`src/rtl/wb_stage_if.sv`:
```
// MEM -> WB stage handshake and instruction payload.
// MEM drives the instruction fields; WB answers with ws_allowin.
interface wb_stage_if;
    logic        ms_valid;
    logic        ws_allowin;
    logic [31:0] ms_pc;
    logic [4:0]  ms_rd;
    logic        ms_rf_we;
    logic [1:0]  ms_wb_sel;
    logic [2:0]  ms_funct3;
    logic [31:0] ms_alu_result;

    modport master (
        output ms_valid, ms_pc, ms_rd, ms_rf_we, ms_wb_sel, ms_funct3, ms_alu_result,
        input  ws_allowin
    );

    modport slave (
        input  ms_valid, ms_pc, ms_rd, ms_rf_we, ms_wb_sel, ms_funct3, ms_alu_result,
        output ws_allowin
    );
endinterface

```
`src/rtl/wb_stage.sv`:
```
// RV32I writeback stage: holds one instruction, waits for load data, extends it and writes the regfile.
// Optional retire counter enabled by defining WB_RETIRE_CNT_EN.
module wb_stage #(
    parameter int          XLEN   = 32,
    parameter logic [31:0] RST_PC = 32'h0000_0000
) (
    input  logic            clk,
    input  logic            resetn,
    wb_stage_if.slave       ms,
    input  logic            data_rvalid,
    input  logic [XLEN-1:0] data_rdata,
    output logic            rf_wen,
    output logic [4:0]      rf_waddr,
    output logic [XLEN-1:0] rf_wdata,
    output logic            ws_fwd_valid,
    output logic            ws_fwd_ready,
    output logic [4:0]      ws_fwd_rd,
    output logic [XLEN-1:0] ws_fwd_data,
    output logic [XLEN-1:0] debug_wb_pc,
    output logic [63:0]     retire_cnt
);
    logic            ws_valid_reg;
    logic [XLEN-1:0] pc_reg;
    logic [4:0]      rd_reg;
    logic            rf_we_reg;
    logic [1:0]      wb_sel_reg;
    logic [2:0]      funct3_reg;
    logic [XLEN-1:0] alu_reg;
    logic            ld_done_reg;
    logic [XLEN-1:0] ld_buf_reg;

    logic            is_load;
    logic            ready_go;
    logic            allowin;
    logic            retire;
    logic            capture;
    logic [1:0]      off;
    logic [XLEN-1:0] word;
    logic [7:0]      byte_sel;
    logic [15:0]     half_sel;
    logic [XLEN-1:0] load_value;
    logic [XLEN-1:0] wb_value;

    assign is_load  = (wb_sel_reg == 2'b01);
    assign ready_go = !is_load || ld_done_reg || data_rvalid;
    assign allowin  = !ws_valid_reg || ready_go;
    assign retire   = ws_valid_reg && ready_go;
    // Only the first data beat for a held, still-waiting load is taken.
    assign capture  = ws_valid_reg && is_load && !ld_done_reg && data_rvalid;

    assign ms.ws_allowin = allowin;

    assign off  = alu_reg[1:0];
    assign word = (data_rvalid && !ld_done_reg) ? data_rdata : ld_buf_reg;

    always_comb begin
        case (off)
            2'd0:    byte_sel = word[7:0];
            2'd1:    byte_sel = word[15:8];
            2'd2:    byte_sel = word[23:16];
            default: byte_sel = word[31:24];
        endcase
        half_sel = off[1] ? word[31:16] : word[15:0];

        case (funct3_reg)
            3'b000:  load_value = {{24{byte_sel[7]}}, byte_sel};
            3'b100:  load_value = {24'd0, byte_sel};
            3'b001:  load_value = {{16{half_sel[15]}}, half_sel};
            3'b101:  load_value = {16'd0, half_sel};
            default: load_value = word;
        endcase

        case (wb_sel_reg)
            2'b01:   wb_value = load_value;
            2'b10:   wb_value = pc_reg + 32'd4;
            default: wb_value = alu_reg;
        endcase
    end

    assign rf_wen       = retire && rf_we_reg && (rd_reg != 5'd0);
    assign rf_waddr     = rd_reg;
    assign rf_wdata     = wb_value;
    assign ws_fwd_valid = ws_valid_reg && rf_we_reg && (rd_reg != 5'd0);
    // Gated by ws_valid so an empty stage never claims final data.
    assign ws_fwd_ready = ws_valid_reg && ready_go;
    assign ws_fwd_rd    = rd_reg;
    assign ws_fwd_data  = wb_value;
    assign debug_wb_pc  = pc_reg;

    always_ff @(posedge clk or negedge resetn) begin
        if (!resetn) begin
            ws_valid_reg <= 1'b0;
            pc_reg       <= RST_PC;
            rd_reg       <= 5'd0;
            rf_we_reg    <= 1'b0;
            wb_sel_reg   <= 2'b00;
            funct3_reg   <= 3'b000;
            alu_reg      <= '0;
            ld_done_reg  <= 1'b0;
            ld_buf_reg   <= '0;
        end else begin
            if (ms.ms_valid && allowin) begin
                ws_valid_reg <= 1'b1;
                pc_reg       <= ms.ms_pc;
                rd_reg       <= ms.ms_rd;
                rf_we_reg    <= ms.ms_rf_we;
                wb_sel_reg   <= ms.ms_wb_sel;
                funct3_reg   <= ms.ms_funct3;
                alu_reg      <= ms.ms_alu_result;
                ld_done_reg  <= 1'b0;
            end else begin
                if (retire)
                    ws_valid_reg <= 1'b0;
                // Keep captured data only if the instruction could not leave this cycle.
                if (capture && !retire)
                    ld_done_reg <= 1'b1;
            end
            if (capture)
                ld_buf_reg <= data_rdata;
        end
    end

`ifdef WB_RETIRE_CNT_EN
    logic [63:0] retire_cnt_reg;

    always_ff @(posedge clk or negedge resetn) begin
        if (!resetn)
            retire_cnt_reg <= 64'd0;
        else if (retire)
            retire_cnt_reg <= retire_cnt_reg + 64'd1;
    end

    assign retire_cnt = retire_cnt_reg;
`else
    assign retire_cnt = 64'd0;
`endif
endmodule

```
`src/flat_wrapper.sv`:
```
// flat-port wrapper written by rule: the top's interface ports become plain ports
module wb_stage_flat 
#(
    parameter int          XLEN   = 32,
    parameter logic [31:0] RST_PC = 32'h0000_0000
)
  (clk, resetn, data_rvalid, data_rdata, rf_wen, rf_waddr, rf_wdata, ws_fwd_valid, ws_fwd_ready, ws_fwd_rd, ws_fwd_data, debug_wb_pc, retire_cnt, ms_ms_valid, ms_ms_pc, ms_ms_rd, ms_ms_rf_we, ms_ms_wb_sel, ms_ms_funct3, ms_ms_alu_result, ms_ws_allowin);
  wb_stage_if ms_i ();
  input  logic clk;
  input  logic resetn;
  input  logic data_rvalid;
  input  logic [XLEN-1:0] data_rdata;
  output logic rf_wen;
  output logic [4:0] rf_waddr;
  output logic [XLEN-1:0] rf_wdata;
  output logic ws_fwd_valid;
  output logic ws_fwd_ready;
  output logic [4:0] ws_fwd_rd;
  output logic [XLEN-1:0] ws_fwd_data;
  output logic [XLEN-1:0] debug_wb_pc;
  output logic [63:0] retire_cnt;
  input wire logic [$bits(ms_i.ms_valid)-1:0] ms_ms_valid;
  input wire logic [$bits(ms_i.ms_pc)-1:0] ms_ms_pc;
  input wire logic [$bits(ms_i.ms_rd)-1:0] ms_ms_rd;
  input wire logic [$bits(ms_i.ms_rf_we)-1:0] ms_ms_rf_we;
  input wire logic [$bits(ms_i.ms_wb_sel)-1:0] ms_ms_wb_sel;
  input wire logic [$bits(ms_i.ms_funct3)-1:0] ms_ms_funct3;
  input wire logic [$bits(ms_i.ms_alu_result)-1:0] ms_ms_alu_result;
  output wire logic [$bits(ms_i.ws_allowin)-1:0] ms_ws_allowin;
  assign ms_i.ms_valid = ms_ms_valid;
  assign ms_i.ms_pc = ms_ms_pc;
  assign ms_i.ms_rd = ms_ms_rd;
  assign ms_i.ms_rf_we = ms_ms_rf_we;
  assign ms_i.ms_wb_sel = ms_ms_wb_sel;
  assign ms_i.ms_funct3 = ms_ms_funct3;
  assign ms_i.ms_alu_result = ms_ms_alu_result;
  assign ms_ws_allowin = ms_i.ws_allowin;
  wb_stage #(.XLEN(XLEN), .RST_PC(RST_PC)) u_core (.clk(clk), .resetn(resetn), .ms(ms_i), .data_rvalid(data_rvalid), .data_rdata(data_rdata), .rf_wen(rf_wen), .rf_waddr(rf_waddr), .rf_wdata(rf_wdata), .ws_fwd_valid(ws_fwd_valid), .ws_fwd_ready(ws_fwd_ready), .ws_fwd_rd(ws_fwd_rd), .ws_fwd_data(ws_fwd_data), .debug_wb_pc(debug_wb_pc), .retire_cnt(retire_cnt));
endmodule
```
`config.mk`:
```
export PLATFORM = sky130hd
export DESIGN_NAME = wb_stage_flat
export DESIGN_NICKNAME = d
export VERILOG_FILES = /design/src/rtl/wb_stage_if.sv /design/src/rtl/wb_stage.sv /design/src/flat_wrapper.sv
export SDC_FILE = /design/constraint.sdc
export NUM_CORES = 1
export LEC_CHECK = 0
export CAP_MARGIN = 20
export CORE_MARGIN = 3
export CORE_UTILIZATION = 32
export DETAILED_ROUTE_END_ITERATION = 8
export PLACE_DENSITY_LB_ADDON = 0.2
export SLEW_MARGIN = 10
export SYNTH_ARGS = -nofsm -noshare
export SYNTH_HDL_FRONTEND = slang
export SYNTH_SLANG_ARGS = --single-unit
```
`constraint.sdc`:
```
create_clock -name clk -period 3.6 [get_ports clk]
set_input_delay 0.54 -clock clk [delete_from_list [all_inputs] [get_ports clk]]
set_output_delay 0.54 -clock clk [all_outputs]
set_load 0.02 [all_outputs]
```
==> impl_metrics.py <==
metrics = {
    "place": {
        "place_congestion": 0.875,
        "placed_cell_area_um2": 9240,
        "dp_hpwl_um": 17600,
        "portBuffers": 220,
    },
    "synth": {
        "synth_edf_count": 0,
        "synth.largest_area_cell": "dfrtp_1",
        "synthTopCellsByArea": "dfrtp_1 39%, mux2_2 18%, buf_4 11%, a221o_1 3.6%, nand2_1 3.2%",
        "yosysUniqueCellTypes": 52,
        "ys_top_cells_by_count": "110 x mux2_2, 109 x dfrtp_1, 101 x buf_4",
        "ys_warn_count": 0,
        "synth_top_area_share": 0.393,
        "syn_avg_cell_area_um2": 10.5,
        "synth_ff_type": "dfrtp_1",
        "syn_area_um2": 6950,
        "synth_seq_cells": 109,
        "ys_seq_area_frac": 0.393,
        "yosysMostFrequentCell": "mux2_2",
        "async_flop_share": 1.00,
        "syn_inst": 664,
    },
    "clock_tree": {
        "cts_tree": "yes",
        "cts_sinks": 109,
        "cts_hold_buf": 0,
        "insertion_delay_ns": 0.36,
        "path_clk_slew_ns": 0.08,
        "cts-root-buf": "clkbuf_16",
        "htreeDepth": 3,
        "numCtsBuffers": 9,
        "clock_path_buffers": 2,
    },
    "worst_setup_path": {
        "critPathCaptureType": "primary output",
        "cp_data_required_time_ns": 3.06,
        "cp.arrival_ns": 3.05,
        "cp_max_fo": 12,
        "critPathKind": "in -> out",
        "start_kind": "primary input",
    },
    "route": {
        "wire_per_inst_um": 19.9,
        "avgViaCountPerCell": 5.04,
        "drt-total-wl_um": 22900,
        "drc": 0,
        "ant_nets": 0,
        "drt_iter0_drc": 402,
        "vias": 5816,
        "dr.pass1.iters": 5,
    },
    "die": {
        "num_io_pins": 285,
        "chipWidth_um": 153,
        "initial_core_util": 0.328,
        "core_um2": 21200,
        "core.rowCount": 53,
        "chipHeight_um": 153,
        "die_area_um2": 23500,
    },
    "cells_and_area": {
        "nNetsFinal": 987,
        "fin_area_um2": 9550,
        "postLayoutCoreUtil": 0.451,
        "antenna_cells": 0,
        "drive_gt1_frac": 0.245,
        "areaGrowthSynthToFinish_pct": 37.4,
    },
    "sta": {
        "maxSlewViolCount": 0,
        "layout_min_cycle_time_ns": 3.59,
        "holdWs_ns": 0.236,
        "setup_viol": 0,
        "skew_ns": 0.0160,
        "rsz0062_at_grt": "yes",
        "worst_slew_pin_slew_ns": 0.736,
        "post-route-period-util": 0.996,
        "worst_slew_margin_rel": 0.509,
        "hold_viol": 0,
        "setup_tns_ns": 0,
        "fmax_mhz": 279,
    },
    "run": {
        "maxCapViolations": 0,
    },
    "run_status": {
        "status": "complete, no violations",
    },
    "grt": {
        "overflow": 0,
        "grt_max_degree": 57,
        "first_global_vias": 5867,
        "top_usage_layer": "met2",
        "grt_use_total": 0.189,
        "use_met1": 0.254,
        "grt_use_met3": 0.0391,
        "antenna_found_initial": 0,
        "met2_usage": 0.315,
        "grt_pass1_wl_um": 34800,
    },
    "power_and_ir_drop": {
        "total_power_w": 0.00476,
        "leakage_nw": 4.04,
        "peakVddDrop_mv": 0.268,
        "power.density_nw_per_um2": 498,
    },
    "worst_hold_path": {
        "holdCritPathClass": "in -> async",
    },
}
## cell families after synthesis
| kind of cell | Yosys count | synth area share |
|---|---|---|
| xor+xnor | 15 | 0.0189 |
| buf+inv | 148 | 0.137 |
| other cells | 1 | 0.000540 |
| fa+ha+maj | 3 | 0.00540 |
| mux | 127 | 0.219 |
| compound gates | 106 | 0.112 |
| flops | 109 | 0.393 |
| simple gates | 155 | 0.114 |
## metal layers
layer  wire length, um  vias up
met4               260        0
met2             11000      299
met1              9810     2850
met5                 0        -
li1                  -     2651
met3              1830       16
## cell usage in the layout (no fill, tap or decap), types with 3 or more instances in the layout
master           instances
or4_1                    7
xor2_1                   5
and2_1                   4
o21ai_0                 15
nand3_1                 18
a21oi_1                 25
o211ai_1                 5
or3_1                    6
a31o_2                   6
a32oi_1                  5
inv_1                    9
clkbuf_2                 6
dlygate4sd2_1           37
ha_1                     3
nand2_1                 59
o31ai_1                  7
a31oi_1                  7
buf_4                   48
nand4_1                  4
clkdlybuf4s15_1         20
nor4_1                   3
mux2i_1                  7
a221o_1                 25
inv_6                    3
buf_12                   4
dfrtp_1                109
and4_1                   3
clkbuf_16                9
conb_1                  64
mux2_2                 110
clkdlybuf4s50_1        155
nand2b_1                 7
mux4_2                   9
nor2_1                  19
nor2b_1                 10
xnor2_1                 10
## final timing paths
kind / startpoint / to / slack [ns] / cells past startpoint
hold reg to reg: u_core.alu_reg[20] / u_core.alu_reg[20] / 0.51 / 1
setup reg to reg: u_core.wb_sel_reg[1] / u_core.debug_wb_pc[21] / 1.12 / 8
setup / recovery: data_rvalid / ws_fwd_data[4] / 0.01 / 10
min in group clk: u_core.alu_reg[20] / u_core.alu_reg[20] / 0.51 / 1
max in group asynchronous: resetn / u_core.alu_reg[0] / 2.56 / 2
hold / removal: resetn / u_core.debug_wb_pc[21] / 0.24 / 1
## worst max-delay path, cell delays in order
cell and delay (ns):
clkdlybuf4s50_1 0.48, nor2b_4 0.24, buf_4 0.15, buf_6 0.15, mux4_2 0.51, nor2_1 0.09
a2111oi_0 0.07, buf_4 0.20, a221o_1 0.27, dlygate4sd2_1 0.35
## final cells by class
class / count / area, um^2
clock inverters: 7 / 90.1
inverters: 9 / 33.8
clock buffers: 9 / 225
multi-input cells: 471 / 3540
repair buffers: 273 / 2580
fillers: 2123 / 11600
well taps: 275 / 344
flip-flops and latches: 109 / 2730
## metrics by stage
step	setup slack (ns)	cells
after global routing	-0.0972	1153
after floorplan	0.491	727
after detailed placement	-0.208	1132
after global placement	-0.203	1132
final	0.0130	1153
after CTS	-0.144	1148
## repair_timing
| action | in CTS | in global routing |
|---|---|---|
| hold endpoints to repair | 0 | 0 |
| resized for setup | 67 | 35 |
| setup endpoints to repair | 64 | 47 |
| buffers inserted | 0 | 4 |
| gates cloned | 0 | 1 |
| pin swaps | 1 | 1 |
## power breakdown
group	switching, W	leakage, nW	total (W)	internal, W
clock	0.000510	0.154	0.00107	0.000557
combinational	0.00109	2.60	0.00204	0.000949
sequential	0.000192	1.28	0.00165	0.00146
No activity file was read; power rests on OpenSTA's default activity.
